===== src/rtl/ibex_sram_adapter_pkg.sv =====
// Shared types and constants for the core data-port SRAM adapter.
// Response stages carry valid/err plus a read flag to select returned data.
package ibex_sram_adapter_pkg;

   localparam logic [6:0] IntgZero = 7'h2A;

   typedef struct packed {
      logic valid;
      logic err;
      logic rd;
   } resp_stage_t;

endpackage


===== src/rtl/ibex_resp_pipe.sv =====
// Latency-deep response shift register; never stalls since the core
// always accepts rvalid.
module ibex_resp_pipe
   import ibex_sram_adapter_pkg::*;
#(
   parameter int unsigned Latency = 1
) (
   input  logic        clk_i,
   input  logic        rst_i,
   input  resp_stage_t resp_i,
   output resp_stage_t resp_o
);

   resp_stage_t pipe_q [Latency];

   always_ff @(posedge clk_i or posedge rst_i) begin
      if (rst_i) begin
         for (int i = 0; i < Latency; i++) begin
            pipe_q[i] <= '0;
         end
      end else begin
         pipe_q[0] <= resp_i;
         for (int i = 1; i < Latency; i++) begin
            pipe_q[i] <= pipe_q[i-1];
         end
      end
   end

   assign resp_o = pipe_q[Latency-1];

endmodule


===== src/rtl/ibex_secded_inv_39_32_enc.sv =====
// Inverted Hsiao (39,32) encoder: returns the seven check bits only.
// Inversion makes all-zero data encode to a non-zero pattern.
module ibex_secded_inv_39_32_enc (
   input  logic [31:0] data_i,
   output logic [6:0]  intg_o
);

   always_comb begin
      intg_o[0] = ^(data_i & 32'h2606_BD25);
      intg_o[1] = ^(data_i & 32'hDEBA_8050);
      intg_o[2] = ^(data_i & 32'h413D_89AA);
      intg_o[3] = ^(data_i & 32'h3123_4ED1);
      intg_o[4] = ^(data_i & 32'hC2C1_323B);
      intg_o[5] = ^(data_i & 32'h2DCC_624C);
      intg_o[6] = ^(data_i & 32'h9850_5586);
      intg_o    = intg_o ^ 7'h2A;
   end

endmodule


===== src/rtl/ibex_data_sram_adapter.sv =====
// Terminates core data-port transactions on a fixed-latency single-port
// SRAM, with integrity check/generation and in-order range errors.
module ibex_data_sram_adapter
   import ibex_sram_adapter_pkg::*;
#(
   parameter logic [31:0] BaseAddr = 32'h0010_0000,
   parameter int unsigned MemSize  = 65536,
   parameter int unsigned Latency  = 1,
   parameter int unsigned MemAw    = $clog2(MemSize / 4)
) (
   input  logic             clk_i,
   input  logic             rst_i,
   input  logic             data_req_i,
   output logic             data_gnt_o,
   output logic             data_rvalid_o,
   input  logic             data_we_i,
   input  logic [3:0]       data_be_i,
   input  logic [31:0]      data_addr_i,
   input  logic [31:0]      data_wdata_i,
   input  logic [6:0]       data_wdata_intg_i,
   output logic [31:0]      data_rdata_o,
   output logic [6:0]       data_rdata_intg_o,
   output logic             data_err_o,
   output logic             mem_req_o,
   input  logic             mem_gnt_i,
   output logic             mem_we_o,
   output logic [3:0]       mem_be_o,
   output logic [MemAw-1:0] mem_addr_o,
   output logic [31:0]      mem_wdata_o,
   input  logic [31:0]      mem_rdata_i,
   output logic             alert_intg_o
);

   logic [31:0] offset;
   logic        in_range;
   logic [6:0]  wr_intg;
   logic [6:0]  rd_intg;
   logic        wr_intg_err;
   logic        rd_ok;
   resp_stage_t resp_in;
   resp_stage_t resp_out;

   // Subtraction wraps addresses below the window to large values.
   assign offset   = data_addr_i - BaseAddr;
   assign in_range = offset < MemSize;

   ibex_secded_inv_39_32_enc u_wr_enc (
      .data_i (data_wdata_i),
      .intg_o (wr_intg)
   );

   assign wr_intg_err = data_req_i && data_we_i && in_range &&
                        (wr_intg != data_wdata_intg_i);

   // Errored requests are granted locally without touching the SRAM.
   assign data_gnt_o = data_req_i &&
                       (!in_range || wr_intg_err || mem_gnt_i);
   assign mem_req_o  = data_req_i && in_range && !wr_intg_err;

   assign mem_we_o     = data_we_i;
   assign mem_be_o     = data_be_i;
   assign mem_wdata_o  = data_wdata_i;
   assign mem_addr_o   = offset[MemAw+1:2];
   assign alert_intg_o = wr_intg_err;

   always_comb begin
      resp_in       = '0;
      resp_in.valid = data_gnt_o;
      resp_in.err   = !in_range || wr_intg_err;
      resp_in.rd    = !data_we_i;
   end

   ibex_resp_pipe #(
      .Latency (Latency)
   ) u_resp_pipe (
      .clk_i  (clk_i),
      .rst_i  (rst_i),
      .resp_i (resp_in),
      .resp_o (resp_out)
   );

   ibex_secded_inv_39_32_enc u_rd_enc (
      .data_i (mem_rdata_i),
      .intg_o (rd_intg)
   );

   assign rd_ok = resp_out.valid && !resp_out.err && resp_out.rd;

   assign data_rvalid_o     = resp_out.valid;
   assign data_err_o        = resp_out.valid && resp_out.err;
   assign data_rdata_o      = rd_ok ? mem_rdata_i : 32'h0;
   assign data_rdata_intg_o = rd_ok ? rd_intg : IntgZero;

endmodule


===== config.mk =====
export PLATFORM = sky130hd
export DESIGN_NAME = ibex_data_sram_adapter
export DESIGN_NICKNAME = d
export VERILOG_FILES = /design/src/rtl/ibex_sram_adapter_pkg.sv /design/src/rtl/ibex_resp_pipe.sv /design/src/rtl/ibex_secded_inv_39_32_enc.sv /design/src/rtl/ibex_data_sram_adapter.sv
export SDC_FILE = /design/constraint.sdc
export NUM_CORES = 1
export LEC_CHECK = 0
export ABC_AREA = 1
export BUFFER_PORTS_ARGS = -buffer_cell sky130_fd_sc_hd__buf_4
export CAP_MARGIN = 20
export CORE_UTILIZATION = 42
export CTS_BUF_LIST = sky130_fd_sc_hd__clkbuf_16
export CTS_CLUSTER_SIZE = 40
export DETAILED_ROUTE_END_ITERATION = 12
export GPL_TIMING_DRIVEN = 0
export PLACE_DENSITY = 0.9
export SYNTH_ARGS = -nofsm -noshare
export SYNTH_HDL_FRONTEND = slang
export SYNTH_HIERARCHICAL = 1
export SYNTH_SLANG_ARGS = --single-unit

===== constraint.sdc =====
create_clock -name clk_i -period 1.9 [get_ports clk_i]
set_input_delay 0.38 -clock clk_i [delete_from_list [all_inputs] [get_ports clk_i]]
set_output_delay 0.38 -clock clk_i [all_outputs]
set_load 0.05 [all_outputs]

Word-level counts from Yosys, hierarchy flattened:

Index checks and enable logic that the tools add are counted.

* input port bits: 112
* bits in registers: 3
* output and inout bits: 95

* bitwise gates (word level): 2
* $lt $le $gt $ge: 1
* muxes and demuxes: 2
* add/subtract/negate cells: 1
* eq/ne operators: 1
* reduce and logical (&&, ||, !) cells: 29

Operators by type and width (number)
* 32-bit XOR reduction: 14
* 32-bit by 17-bit < comparator with 1-bit output (second input constant): 1
* 32-bit 2-to-1 mux: 1
* 32-bit by 21-bit subtractor with 32-bit output (second input constant): 1
* 1-bit logical AND: 9
* 7-bit 2-to-1 mux: 1
* 7-bit != test: 1
* 3-bit NOT: 2
* 1-bit logical NOT: 4
* 1-bit logical OR: 2

Depth between registers and ports, before layout:

* depth in word-level cells: 7
* mapped depth: 20
* depth with buffers taken out: 19

By module:

Netlist, hierarchy kept.

By module, submodules not included
* ibex_secded_inv_39_32_enc: instances 2, cells each 255, area each 1277.5 um^2
* ibex_data_sram_adapter: instances 1, cells each 198, area each 989.7 um^2
* ibex_resp_pipe: instances 1, cells each 4, area each 78.8 um^2

Least setup slack after synthesis:

Ideal clock, no wire load.

* kind: input port to output port
* from: input port data_wdata_i[30]
* to: output port data_gnt_o
* cell stages on the path: 20
* path buffers: 1
* data required time: 1.520 ns
* setup slack: -0.792 ns
* arrival: 2.312 ns
* cells stage by stage: clkbuf_2 > inv_1 > nand2_1 > nand2_1 > nand2_1 > nand2_1 > inv_1 > nand2_1 > nand2_1 > inv_1 > nand3_1 > nand2_1 > inv_1 > nand2_1 > nand2_1 > nand2_1 > nor2_1 > nand2_1 > nand2_1 > a31oi_1

RTL lines
* start: declaration: RTL line ibex_data_sram_adapter.sv:19 `input logic [31:0] data_wdata_i,`
* 32-bit XOR reduction: RTL line ibex_secded_inv_39_32_enc.sv:13 `intg_o[4] = ^(data_i & 32'hC2C1_323B);`
* net wr_intg[4]: RTL line ibex_data_sram_adapter.sv:36 `logic [6:0] wr_intg;`
* 7-bit != test: RTL line ibex_data_sram_adapter.sv:53 `(wr_intg != data_wdata_intg_i);`
* 1-bit logical AND: RTL line ibex_data_sram_adapter.sv:52 `assign wr_intg_err = data_req_i && data_we_i && in_range &&`
* 1-bit logical OR (2 in a row): RTL line ibex_data_sram_adapter.sv:57 `(!in_range || wr_intg_err || mem_gnt_i);`
* 1-bit logical AND: RTL line ibex_data_sram_adapter.sv:56 `assign data_gnt_o = data_req_i &&`
* end: declaration: RTL line ibex_data_sram_adapter.sv:14 `output logic data_gnt_o,`

The timed path passes the listed nets, and every way through them passes these cells.

Final worst setup path:

* from: input port data_wdata_i[7]
* to: output port data_gnt_o

RTL lines
* 32-bit XOR reduction: RTL line ibex_secded_inv_39_32_enc.sv:11 `intg_o[2] = ^(data_i & 32'h413D_89AA);`
* net wr_intg[2]: RTL line ibex_data_sram_adapter.sv:36
* 7-bit != test: RTL line ibex_data_sram_adapter.sv:53
* 1-bit logical AND: RTL line ibex_data_sram_adapter.sv:52
* 1-bit logical OR (2 in a row): RTL line ibex_data_sram_adapter.sv:57
* 1-bit logical AND: RTL line ibex_data_sram_adapter.sv:56

The timed path passes the listed nets, and every way through them passes these cells.

==> impl_summary.md <==
STA
The post-route worst hold slack is 0.0294 ns. The share of the clock period used by the worst path after layout is 133%. The worst-case headroom to the max-slew limit is 74.0%. The count of endpoints failing hold in the final timing report is 0. After layout, the minimum clock period comes to 2.52 ns.

In the post-route analysis, the smallest setup slack over all paths is -0.625 ns. Based on the critical path, the design can be clocked at up to 396 MHz. The final count of pins violating max slew is 0.

The final count of negative-setup-slack endpoints is 10. Setup repair after global routing could not meet its margin everywhere. The measured slew at the worst slew-check pin is 0.391 ns. For the final routed database, the setup TNS stands at -2.80 ns.

Worst setup path
STA puts the critical path data required time at 1.52 ns. The maximum fanout along the worst path is 5. The cell family with the largest share of critical-path delay is simple AND/OR/NAND/NOR gates.

Counting buffers and inverters, the worst setup path is 16 cells deep. The nature of the critical path endpoint is a primary output. The cell with the largest stage delay on the worst path is sky130_fd_sc_hd__xnor2_4.

The critical path goes through buf_4, xnor2_4, nand2_1, nand2_2, nand2_1, inv_1, nor2_1, nand2_1, nand2_1, xnor2_1, nand2_1, nor2_2, nand2_2, nand2_4, a31oi_4, buf_6. The number of buffer and inverter instances along the worst setup path is 3. By instance count, the cell type seen most on the critical path is sky130_fd_sc_hd__nand2_1. The worst setup path is of the input port to primary output kind. STA classifies the critical path startpoint as an input port.

At the worst endpoint, the arrival time is 2.14 ns. The critical path's largest stage delay is 0.21 ns.

Yosys
Summing the sequential cell areas from Yosys gives 2.07% of the chip area. The average instance area after synthesis is 5.09 µm². The number of instances in the synthesized netlist is 712. The post-synthesis instance area is 0.00362 mm². The net count after synthesis is 824.

The register bit count reported by yosys is 3. After synthesis, the netlist uses 23 different library cells. The synthesis warning total is 6.

Die
The core region is 0.00830 mm². The initialized floorplan defines 33 standard-cell rows. The initial core utilization is 43.7%.

The overall die area is 0.00900 mm². In this run the count of I/O pins placed on the die edge is 207. The vertical die dimension is 94.9 µm.

The die width is 94.9 µm.

Layout
In the layout the commonest cells are sky130_fd_sc_hd__buf_4 (193), sky130_fd_sc_hd__nand2_1 (187), sky130_fd_sc_hd__inv_1 (87), sky130_fd_sc_hd__nand2_2 (69), sky130_fd_sc_hd__nand3_1 (44). 0 antenna diodes ended up in the layout. Relative to the synthesized area, the layout overhead comes to 86.8%. The most common library cell in the layout ignoring fill and taps is sky130_fd_sc_hd__buf_4. The number of inserted filler cells in the final layout is 472. The number of flip-flops in the largest register is 3. The count of nets after finishing is 1015. The proportion of layout cells with a drive suffix above 1 is 55.1%.

CTS
The number of buffers created by CTS is 3. In this run the number of H-tree levels came out at 1. The count of hold-fix buffers inserted at cts is 0. In this run the clock root is driven by a sky130_fd_sc_hd__clkbuf_16. The clock transition time at the flip-flop clock pins of the worst setup and hold paths is 0.03 ns. For this design, the sink count on the clock tree is 3. The clock tree from TritonCTS is done. In this run the deepest clock path goes through 2 buffers.

Placed design
The wire-length estimate of the detail-placed layout is 8700 µm. The number of I/O port buffers is 183. The worst slack after detailed placement is -0.708 ns. The weighted congestion reported at the end of routability-driven placement is 0.871.

Drt
The number of iterations in the first detailed-routing pass is 5. Summing over every cut layer, the via total after detailed routing is 5233. The DRC violation count after routing is 0. For this block, the initial DRC count from the detailed router was 284.

The ratio of routed vias to standard cells is 5.20. The average wire per standard cell is 15.7 µm. The remaining number of nets flagged by the antenna check after routing is 0. The sum of routed wire length over all layers is 15800 µm.

Hold path
In this run the worst hold path is classified as input port to asynchronous set/reset pin.

Global routing
The combined global-route utilization of all metal layers is 23.4%. The number of antenna violations at the first check in global routing is 0. The largest net degree at the start of global routing is 11. The residual overflow from global routing is 0. The via count of the first global-routing pass came to 4215. The wire length of the first global-routing pass is 17300 µm.

Pwr
In this run the power density over the cells is 378 mW/mm². The worst voltage drop across the vdd grid is 256 µV. The total design power is 2.56 mW. For this design the static power due to leakage is 3.81 nW.

Status
The run finished, with violations left. The final reports fail on negative setup slack.

Job
The count of max-cap constraint violations is 0.
==> worst max-delay path by stage <==
stage / end / slack, ns / start
global placement: data_gnt_o / -0.68 / data_wdata_i[27]
floorplan: data_gnt_o / -0.38 / data_wdata_i[30]
detailed placement: data_gnt_o / -0.71 / data_wdata_i[27]
global route: data_gnt_o / -0.71 / data_wdata_i[20]
CTS: data_gnt_o / -0.50 / data_wdata_i[24]
finish: data_gnt_o / -0.62 / data_wdata_i[7]
==> metrics by stage <==
stage | std cells | instance area (µm²) | util [%]
final | 1007 | 6770 | 81.5
after global routing | 1007 | 6770 | 81.5
after CTS | 1004 | 5870 | 70.7
after detailed placement | 1000 | 5360 | 64.5
after global placement | 1000 | 5360 | 64.5
after floorplan | 712 | 3850 | -
==> cell type report <==
class                      count  area [µm²]  area share [%]
tap                          105         131            1.94
clock buffer                   3        75.1            1.11
buffer                        58         462            6.82
sequential                     3        76.3            1.13
inverter                     127         589            8.71
clock inverter                 1        3.75          0.0555
timing repair buffer         189        1730            25.5
multi-input combinational    521        3700            54.7
==> cell families after synthesis <==
family | synth area share [%]
XOR/XNOR | 25.6
buffers and inverters | 25.4
AO/OA/AOI/OAI | 1.24
flip-flops | 2.07
AND/OR/NAND/NOR | 45.8
==> cells in the mapped netlist <==
cell	count	area (µm²)
sky130_fd_sc_hd__dfrtp_1	3	75.1
sky130_fd_sc_hd__inv_1	123	462
sky130_fd_sc_hd__or2_2	3	18.8
sky130_fd_sc_hd__buf_6	2	22.5
sky130_fd_sc_hd__o21ai_0	1	5.00
sky130_fd_sc_hd__buf_2	4	20.0
sky130_fd_sc_hd__nand3_1	61	305
sky130_fd_sc_hd__a21oi_2	1	8.76
sky130_fd_sc_hd__a21o_1	2	15.0
sky130_fd_sc_hd__nand2_1	278	1040
sky130_fd_sc_hd__clkbuf_1	2	7.51
sky130_fd_sc_hd__buf_4	51	383
sky130_fd_sc_hd__nand4_1	2	12.5
sky130_fd_sc_hd__nand2_2	7	43.8
sky130_fd_sc_hd__xnor2_2	2	32.5
sky130_fd_sc_hd__a31oi_1	1	6.26
sky130_fd_sc_hd__inv_2	4	15.0
sky130_fd_sc_hd__xor2_1	61	534
sky130_fd_sc_hd__xnor2_1	41	359
sky130_fd_sc_hd__clkbuf_2	2	10.0
sky130_fd_sc_hd__nor2_1	54	203
sky130_fd_sc_hd__nor2_2	5	31.3
sky130_fd_sc_hd__o21ai_1	2	10.0
==> what timing repair did <==
action / CTS / global route
gates resized for setup: 119 / 234
pin swaps: 63 / 118
hold endpoints to repair: 0 / 0
setup endpoints to repair: 32 / 23
setup buffers: 3 / 3
==> where the power goes <==
part | switching [mW] | internal, mW | total [mW]
logic | 1.30 | 0.860 | 2.16
clock network | 0.0635 | 0.272 | 0.335
registers | 0.00117 | 0.0667 | 0.0679
==> layer usage <==
| layer | GRT usage [%] | wire, µm | vias up |
|---|---|---|---|
| met4 | 7.70 | 754 | 0 |
| met5 | 0 | 0 | - |
| li1 | - | - | 2404 |
| met1 | 25.0 | 5360 | 2399 |
| met3 | 2.42 | 1460 | 90 |
| met2 | 46.9 | 8230 | 340 |
No activity file was read; power rests on OpenSTA's default activity.
